## config.mk

```make
export PLATFORM = sky130hd
export DESIGN_NAME = dmem_lsu
export DESIGN_NICKNAME = d
export VERILOG_FILES = /design/src/rtl/dmem_lsu.sv
export SDC_FILE = /design/constraint.sdc
export NUM_CORES = 1
export LEC_CHECK = 0
export CORE_ASPECT_RATIO = 0.6
export CORE_MARGIN = 4
export CORE_UTILIZATION = 25
export DETAILED_ROUTE_END_ITERATION = 12
export GPL_ROUTABILITY_DRIVEN = 0
export MAX_ROUTING_LAYER = met4
export PLACE_DENSITY = 0.54
export SLEW_MARGIN = 20
export SYNTH_ARGS = -nofsm -noshare
export SYNTH_HDL_FRONTEND = slang
export SYNTH_SLANG_ARGS = --single-unit
```

## constraint.sdc

```tcl
create_clock -name clk -period 4 [get_ports clk]
set_input_delay 0.6 -clock clk [delete_from_list [all_inputs] [get_ports clk]]
set_output_delay 0.6 -clock clk [all_outputs]
set_load 0.01 [all_outputs]
```

## src/rtl/dmem_lsu.sv

```systemverilog
// dmem_lsu: MEM-stage load/store initiator for a word-wide data memory.
// Loads and SW complete in one memory cycle. SB/SH read the word, merge
// the new lane in and write it back. One request is in flight at a time,
// and req_ready throttles the requester.
module dmem_lsu #(
    parameter int MEM_WORDS   = 256,
    parameter bit CHECK_RANGE = 1'b1
) (
    input  logic        clk,
    input  logic        rst_n,
    input  logic        req_valid,
    output logic        req_ready,
    input  logic        req_we,
    input  logic [2:0]  req_funct3,
    input  logic [31:0] req_addr,
    input  logic [31:0] req_wdata,
    output logic        resp_valid,
    output logic [31:0] resp_rdata,
    output logic        resp_err,
    output logic        mem_rw,
    output logic [31:0] mem_addr,
    output logic [31:0] mem_wdata,
    input  logic [31:0] mem_rdata
);

    localparam int AW = (MEM_WORDS > 1) ? $clog2(MEM_WORDS) : 1;

    localparam logic [2:0] F3_B  = 3'b000;
    localparam logic [2:0] F3_H  = 3'b001;
    localparam logic [2:0] F3_W  = 3'b010;
    localparam logic [2:0] F3_BU = 3'b100;
    localparam logic [2:0] F3_HU = 3'b101;

    typedef enum logic [1:0] {
        ST_IDLE   = 2'd0,
        ST_RMW_WR = 2'd1,
        ST_RESP   = 2'd2
    } state_e;

    state_e      state_q;
    logic [31:0] addr_q;
    logic [31:0] wdata_q;
    logic [31:0] merge_q;
    logic [2:0]  funct3_q;
    logic [31:0] rdata_q;
    logic        err_q;
    logic        resp_valid_q;

    logic        req_err_s;
    logic        mem_rw_s;
    logic [31:0] mem_addr_s;
    logic [31:0] mem_wdata_s;

    // The access is illegal if the funct3 code is invalid, the address is misaligned, or the address is out of range.
    function automatic logic classify_err(input logic        we,
                                          input logic [2:0]  f3,
                                          input logic [31:0] addr);
        logic bad;
        case (f3)
            F3_B:    bad = 1'b0;
            F3_H:    bad = addr[0];
            F3_W:    bad = (addr[1:0] != 2'b00);
            F3_BU:   bad = we;
            F3_HU:   bad = we | addr[0];
            default: bad = 1'b1;
        endcase
        if (CHECK_RANGE && ((addr >> (AW + 2)) != 32'd0)) begin
            bad = 1'b1;
        end else begin
            bad = bad;
        end
        return bad;
    endfunction

    // Select the addressed byte/half lane and extend it to 32 bits.
    function automatic logic [31:0] load_extend(input logic [2:0]  f3,
                                                input logic [1:0]  off,
                                                input logic [31:0] word);
        logic [7:0]  b;
        logic [15:0] h;
        b = word[{off, 3'b000} +: 8];
        h = off[1] ? word[31:16] : word[15:0];
        case (f3)
            F3_B:    return {{24{b[7]}}, b};
            F3_H:    return {{16{h[15]}}, h};
            F3_W:    return word;
            F3_BU:   return {24'd0, b};
            F3_HU:   return {16'd0, h};
            default: return 32'd0;
        endcase
    endfunction

    // Put the store byte/half into its lane of the word that was read.
    function automatic logic [31:0] merge_lane(input logic [2:0]  f3,
                                               input logic [1:0]  off,
                                               input logic [31:0] word,
                                               input logic [31:0] wd);
        logic [31:0] m;
        m = word;
        if (f3 == F3_B) begin
            m[{off, 3'b000} +: 8] = wd[7:0];
        end else if (off[1]) begin
            m[31:16] = wd[15:0];
        end else begin
            m[15:0] = wd[15:0];
        end
        return m;
    endfunction

    assign req_err_s = classify_err(req_we, req_funct3, req_addr);

    // Memory-side drive: combinational in IDLE, so a load or SW completes in the accept cycle; forced idle during reset.
    always_comb begin
        mem_rw_s    = 1'b0;
        mem_addr_s  = 32'd0;
        mem_wdata_s = 32'd0;
        if (!rst_n) begin
            mem_rw_s    = 1'b0;
            mem_addr_s  = 32'd0;
            mem_wdata_s = 32'd0;
        end else begin
            case (state_q)
                ST_IDLE: begin
                    if (req_valid && !req_err_s) begin
                        mem_addr_s = req_addr;
                        if (req_we && (req_funct3 == F3_W)) begin
                            mem_rw_s    = 1'b1;
                            mem_wdata_s = req_wdata;
                        end else begin
                            mem_rw_s    = 1'b0;
                            mem_wdata_s = 32'd0;
                        end
                    end else begin
                        mem_addr_s = 32'd0;
                    end
                end
                ST_RMW_WR: begin
                    mem_rw_s    = 1'b1;
                    mem_addr_s  = addr_q;
                    mem_wdata_s = merge_lane(funct3_q, addr_q[1:0], merge_q, wdata_q);
                end
                ST_RESP: begin
                    mem_rw_s = 1'b0;
                end
                default: begin
                    mem_rw_s = 1'b0;
                end
            endcase
        end
    end

    // Control FSM: accept and classify in IDLE, write back the merged word in RMW_WR, pulse the response in RESP.
    always_ff @(posedge clk or negedge rst_n) begin
        if (!rst_n) begin
            state_q      <= ST_IDLE;
            addr_q       <= 32'd0;
            wdata_q      <= 32'd0;
            merge_q      <= 32'd0;
            funct3_q     <= 3'd0;
            rdata_q      <= 32'd0;
            err_q        <= 1'b0;
            resp_valid_q <= 1'b0;
        end else begin
            case (state_q)
                ST_IDLE: begin
                    resp_valid_q <= 1'b0;
                    if (req_valid) begin
                        addr_q   <= req_addr;
                        funct3_q <= req_funct3;
                        wdata_q  <= req_wdata;
                        if (req_err_s) begin
                            err_q        <= 1'b1;
                            rdata_q      <= 32'd0;
                            resp_valid_q <= 1'b1;
                            state_q      <= ST_RESP;
                        end else if (!req_we) begin
                            err_q        <= 1'b0;
                            rdata_q      <= load_extend(req_funct3, req_addr[1:0], mem_rdata);
                            resp_valid_q <= 1'b1;
                            state_q      <= ST_RESP;
                        end else if (req_funct3 == F3_W) begin
                            err_q        <= 1'b0;
                            rdata_q      <= 32'd0;
                            resp_valid_q <= 1'b1;
                            state_q      <= ST_RESP;
                        end else begin
                            merge_q <= mem_rdata;
                            state_q <= ST_RMW_WR;
                        end
                    end else begin
                        state_q <= ST_IDLE;
                    end
                end
                ST_RMW_WR: begin
                    err_q        <= 1'b0;
                    rdata_q      <= 32'd0;
                    resp_valid_q <= 1'b1;
                    state_q      <= ST_RESP;
                end
                ST_RESP: begin
                    resp_valid_q <= 1'b0;
                    state_q      <= ST_IDLE;
                end
                default: begin
                    resp_valid_q <= 1'b0;
                    state_q      <= ST_IDLE;
                end
            endcase
        end
    end

    assign req_ready  = (state_q == ST_IDLE);
    assign resp_valid = resp_valid_q;
    assign resp_rdata = rdata_q;
    assign resp_err   = err_q;
    assign mem_rw     = mem_rw_s;
    assign mem_addr   = mem_addr_s;
    assign mem_wdata  = mem_wdata_s;

endmodule

```

==> results of run 1 <==
cells in the mapped netlist, drive strengths merged (2+ instances only):
library cell	instances	share of area, %
buf	20	2.0
nand2b	3	0.29
inv	7	0.41
nor3	6	0.55
and3	30	2.9
a211oi	4	0.67
dfrtp	118	46
a221o	8	1.3
nand2	200	12
ha	5	0.98
mux2	65	11
o21ai	35	2.7
a22oi	16	1.9
a222oi	16	2.5
a21oi	36	3.4
nor2	29	1.8
mux2i	8	1.3
o211ai	3	0.51
clkbuf	27	1.6
and2	9	0.88
nor3b	2	0.49
nor4	7	0.78
nand4	3	0.39
a32oi	10	1.4
a41oi	2	0.27
state kept, by name, summed over array words and instances (netlist names):
name        count
state_q         1
resp_err        1
resp_rdata     32
merge_q        32
resp_valid      1
addr_q         32
wdata_q        16
funct3_q        3
kinds of logic (layout without fill, tap and decap cells):
group	Yosys count	in the layout	synth area share (%)
flip-flops	118	118	46.3
AND/OR/NAND/NOR	295	295	20.6
AO/OA/AOI/OAI	134	134	15.1
adder cells (fa/ha/maj)	5	5	0.980
other	0	2	0
multiplexers	74	74	13.1
buffers and inverters	54	263	3.96
how the worst max path moves through the flow:
stage / from / endpoint / slack (ps) / cells after the start
4_1_cts: resp_valid / mem_wdata[23] / 90 / 6
3_3_place_gp: req_addr[19] / mem_addr[0] / 190 / 9
6_report: funct3_q[1] / mem_wdata[25] / 130 / 6
5_1_grt: funct3_q[1] / mem_wdata[25] / -40 / 6
3_5_place_dp: req_addr[20] / mem_addr[1] / 240 / 9
2_1_floorplan: req_funct3[2] / mem_addr[1] / 1400 / 7
metal layers:
metal / vias to the layer above / track usage (%) / wire length [um]
li1: 2804 / - / -
met5: - / - / 0
met4: 0 / 2.84 / 148
met1: 2929 / 28.6 / 13500
met3: 16 / 6.77 / 2350
met2: 250 / 22.2 / 9430
power by group through the flow:
stage               Clock [mW]  Combinational (mW)  Sequential [mW]
finish                    1.43               0.473             1.33
global route              1.53               0.524             1.33
CTS                       1.47               0.475             1.33
detailed placement           0               0.472             1.35
global placement             0               0.469             1.34
floorplan                    0               0.221             1.32
cell type report:
| class | instances | area, um2 | area share [%] |
|---|---|---|---|
| multi-input combinational | 508 | 3200 | 34.3 |
| tap | 322 | 403 | 4.32 |
| clock inverter | 14 | 105 | 1.13 |
| antenna | 2 | 5.00 | 0.0536 |
| sequential | 118 | 2950 | 31.6 |
| timing repair buffer | 224 | 2200 | 23.5 |
| inverter | 7 | 26.3 | 0.282 |
| clock buffer | 18 | 439 | 4.71 |
per-stage QoR:
| step | utilization (%) | instances | worst slack [ps] | area, um2 |
|---|---|---|---|---|
| final | 37.8 | 1213 | 128 | 9330 |
| after global routing | 37.8 | 1213 | -44.5 | 9330 |
| after CTS | 37.8 | 1211 | 92.8 | 9320 |
| after detailed placement | 35.6 | 1179 | 237 | 8770 |
| after global placement | 35.6 | 1179 | 186 | 8770 |
| after floorplan | - | 680 | 1400 | 6380 |
repair_timing:
action | in CTS | in global routing
setup endpoints to repair | 0 | 8
resized for setup | 0 | 1
buffers inserted | 0 | 0
==> run metrics, run 1 <==
Via density=4.95; critical path arrival=3270 ps; Peak supply drop=0.308 mV; Core ar.=0.0247 mm2; root buffer cell=clkbuf_16; area of the die=0.0282 mm2; num ports=203; Syn. warnings=0; R2R Setup Slk=1320 ps; clk sinks=118; clock latency on the worst-skew pair=430 ps; CTS tree=yes; share of layout cells above drive strength 1=10.7%; Starting Density=25.9%; fillers=2507; leak pwr=4.15 nW; CP Capture Type=output pin; most common cell after layout, fill and taps aside=clkdlybuf4s50_1; unrepaired setup endpoints after global routing=yes; Syn Area/Cell=9.39 um2; Internal=2.27 mW; Pwr Density=346 mW/mm2; largest stage delay on the critical path=570 ps; DR iter-0 viols=664; Clock Path Buffers=2; Final TNS setup=0 ps; Synth async-reset ratio=100%; Worst Tran Pin Value=852 ps; Gate Count Post-Synth=680; area grow syn2layout=46.2%; status=completed; # rows=44; post-synth net total=788; final WL=25500 um; Yosys reg bits=118; commonest cells after routing, fill and taps aside=clkdlybuf4s50_1, nand2_1, dfrtp_1, mux2_1, o21ai_0; Hold WS=406 ps; synth unique cells=49; gr usage total=18.4%; largest net degree at the start of global routing=65; clock share of power=44.2%; Seq/Total Area, Yosys=46.3%; CP Max Fanout=11; post-route antenna net violation count=0; Gate power share=14.7%; CTS clock-pin slew for the worst setup and hold paths=60 ps; Critical R2R Capture=merge_q[16]; Final #Nets=984; Worst Path Buf+Inv=1; Final Cycle Share=96.8%; global-route wire length before repair=38500 um; vias in the first global route=5872; headroom to the max-slew limit=43.2%; worst reg-to-reg path cell count=6; post-DP HPWL=18900 um; CP top delay family=compound AO/OA/AOI/OAI gates; EDFF count, synth=0; CP required=3400 ps; Seq pwr share=41.1%; final setup skew=6.05 ps; Die Height=132 um; Die X-Extent=214 um; switching power=0.959 mW; max-cap viol count=0; global route overflow=0; critical path class=register to output pin; vias post-DR=5999; f_max=0.258 GHz; Post-route DRC=0; PortBufs=202; worst path cell trace=nor3_2 -> nor2_1 -> a21oi_1 -> a222oi_1 -> o21ai_0 -> clkdlybuf4s50_1; H-tree level count=4; antenna violations before repair=2; Final Hold Vio Count=0; slowest CP cell=a21oi_1; Slew Limit Fails=0; post-DR wirelength/cell=21.0 um; Cell Area, Synth=0.00638 mm2; class of the worst hold path=input port to async pin; hold buffers post-CTS=0; Sw Ratio=29.7%; top_reg_cell synth=dfrtp_1; Critical Path Source Type=register; Worst R2R Start=resp_valid; Setup violations, final=0; drt first pass iters=7; minimum clock period=3870 ps; cts bufs inserted=17; Pwr Total=3.23 mW
(Power assumes the default switching activity.)
==> inputs of run 2 (changes only) <==
==> constraint.sdc (replaced) <==
create_clock -name clk -period 4 [get_ports clk]
set_input_delay 1.2 -clock clk [delete_from_list [all_inputs] [get_ports clk]]
set_output_delay 1.2 -clock clk [all_outputs]
set_load 0.01 [all_outputs]
==> run 2 against run 1 <==
Against the previous run: the flow now finishes with violations (setup timing); clock power up 4%; largest power group unchanged; sequential power about the same; critical path type is now input port to output pin; via count grew 4.1%; worst hold slack better by 59 ps; die area unchanged; utilization increased by 2.3 points; first-iteration DRC count is 13% lower; worst setup slack got worse by 320 ps.
==> run metrics, run 2 (synthesis results as in run 1) <==
Via density=4.95; cell repeated most along the worst path=buf_6; share of layout cells above drive strength 1=25.4%; Hold WS=465 ps; root buffer cell=clkbuf_16; CP Max Fanout=7; multi-input logic area=0.00343 mm2; post-DR wirelength/cell=21.2 um; Sw Ratio=27.9%; CTS tree=yes; unrepaired setup endpoints after global routing=yes; antenna violations before repair=2; Slew Limit Fails=0; Gate power share=15.4%; Die Height=132 um; commonest cells after routing, fill and taps aside=nand2_1, clkdlybuf4s50_1, dfrtp_1, mux2_1, buf_4; Internal=2.40 mW; hold buffers post-CTS=0; Starting Density=25.9%; Layout Cell Area excl Fill=0.00989 mm2; class of the worst hold path=register to register; DR iter-0 viols=581; most common cell after layout, fill and taps aside=nand2_1; headroom to the max-slew limit=39.8%; max-cap viol count=0; H-tree level count=4; Final Cycle Share=105%; clock share of power=44.8%; area of the die=0.0282 mm2; Critical R2R Capture=merge_q[13]; Hold Path Stages=2; f_max=0.239 GHz; cts bufs inserted=17; area grow syn2layout=54.9%; worst reg-to-reg path cell count=7; clock latency on the worst-skew pair=420 ps; global route overflow=0; num ports=203; final WL=26700 um; CTS clock-pin slew for the worst setup and hold paths=50 ps; critical path class=input port to output pin; clk sinks=118; Worst Tran Pin Value=903 ps; gr usage total=19.1%; post-route antenna net violation count=0; Final TNS setup=-4590 ps; Seq pwr share=39.8%; register area=0.00295 mm2; # rows=44; Clock Path Buffers=2; post-DP HPWL=19300 um; Final #Nets=1035; status=finished with violations; switching power=0.930 mW; Final WS setup=-189 ps; failing checks=setup timing; worst hold endpoint=addr_q[15]; Worst R2R Start=resp_valid; PortBufs=202; slowest CP cell=nor4_4; Core ar.=0.0247 mm2; R2R Setup Slk=1610 ps; Peak supply drop=0.241 mV; hold path startpoint=addr_q[15]; fillers=2485; Die X-Extent=214 um; CP Capture Type=output pin; minimum clock period=4190 ps; Critical Path Source Type=input port; leak pwr=4.74 nW; vias post-DR=6246; largest stage delay on the critical path=320 ps; Setup violations, final=39; largest net degree at the start of global routing=68; Post-route DRC=0; Pwr Density=337 mW/mm2; final setup skew=8.51 ps; global-route wire length before repair=40300 um; drt first pass iters=5; worst path cell trace=buf_8 -> nor4_4 -> buf_4 -> nand4_1 -> buf_6 -> buf_6 -> a211oi_4 -> buf_6 -> a32oi_1 -> nor2_1 -> buf_2; Final Hold Vio Count=0; CP required=2800 ps; dpl cell area=0.00909 mm2; critical path arrival=2990 ps; vias in the first global route=6201
==> run 2: cell types whose count changed in the layout (fill, tap and decap cells not counted), moves of 10 or more <==
cell	delta
buf_2	+45
o21ai_2	+10
clkdlybuf4s50_1	-71
buf_6	+15
o21ai_0	-23
nand2_2	+17
buf_4	+29
nand2_1	-24
dlygate4sd2_1	+14
o21ai_1	+13
==> run 2: power by group through the flow <==
stage               clock network (mW)  logic, mW  registers (mW)
global route                      1.59      0.561            1.33
finish                            1.49      0.512            1.33
CTS                               1.53      0.507            1.32
global placement                     0      0.500            1.34
floorplan                            0      0.221            1.32
detailed placement                   0      0.502            1.34
==> run 2: per-stage QoR <==
step / setup slack [ps] / instances / power, mW / utilization, %
6_report: -189 / 1262 / 3.33 / 40.1
5_1_grt: -278 / 1262 / 3.48 / 40.1
4_1_cts: -284 / 1261 / 3.36 / 39.7
3_5_place_dp: -1210 / 1213 / 1.85 / 36.9
3_3_place_gp: -1310 / 1213 / 1.84 / 36.9
2_1_floorplan: 197 / 680 / 1.54 / -
==> run 2: layout make-up <==
class | instances | area share (%)
clock inverters | 10 | 1.09
diodes | 2 | 0.0506
inverters | 7 | 0.266
flip-flops and latches | 118 | 29.9
clock buffers | 20 | 4.52
repair buffers | 275 | 25.4
well taps | 322 | 4.07
multi-input cells | 508 | 34.7
==> run 2: how the worst max path moves through the flow <==
stage                              from      endpoint  slack, ps  cells after the start
after floorplan           req_funct3[2]   mem_addr[1]        200                      7
after global placement     req_addr[13]   mem_addr[0]      -1310                     10
after detailed placement   req_addr[13]  mem_wdata[1]      -1210                     10
after CTS                  req_addr[16]   mem_addr[1]       -280                     12
after global routing       req_addr[16]   mem_addr[1]       -280                     11
final                      req_addr[16]   mem_addr[3]       -190                     11
==> run 2: repair_timing <==
action,in CTS,in global routing
hold endpoints to repair,0,0
gates resized for setup,303,32
buffers inserted,15,2
endpoints found under the setup margin,43,43
gates cloned,4,0
pin swaps,47,17
==> run 2: per-layer routing <==
layer | GRT usage [%] | part of all wire [%]
met1 | 29.6 | 53
met2 | 24.0 | 38
met3 | 6.31 | 8.3
met4 | 2.77 | 0.39
met5 | - | 0
==> run 2: worst max-delay path: cells and delay by family <==
kind | cells | cell delay (ps)
AOI/OAI and AO/OA | 2 | 330
buffers and inverters | 6 | 890
and+or+nand+nor | 3 | 550
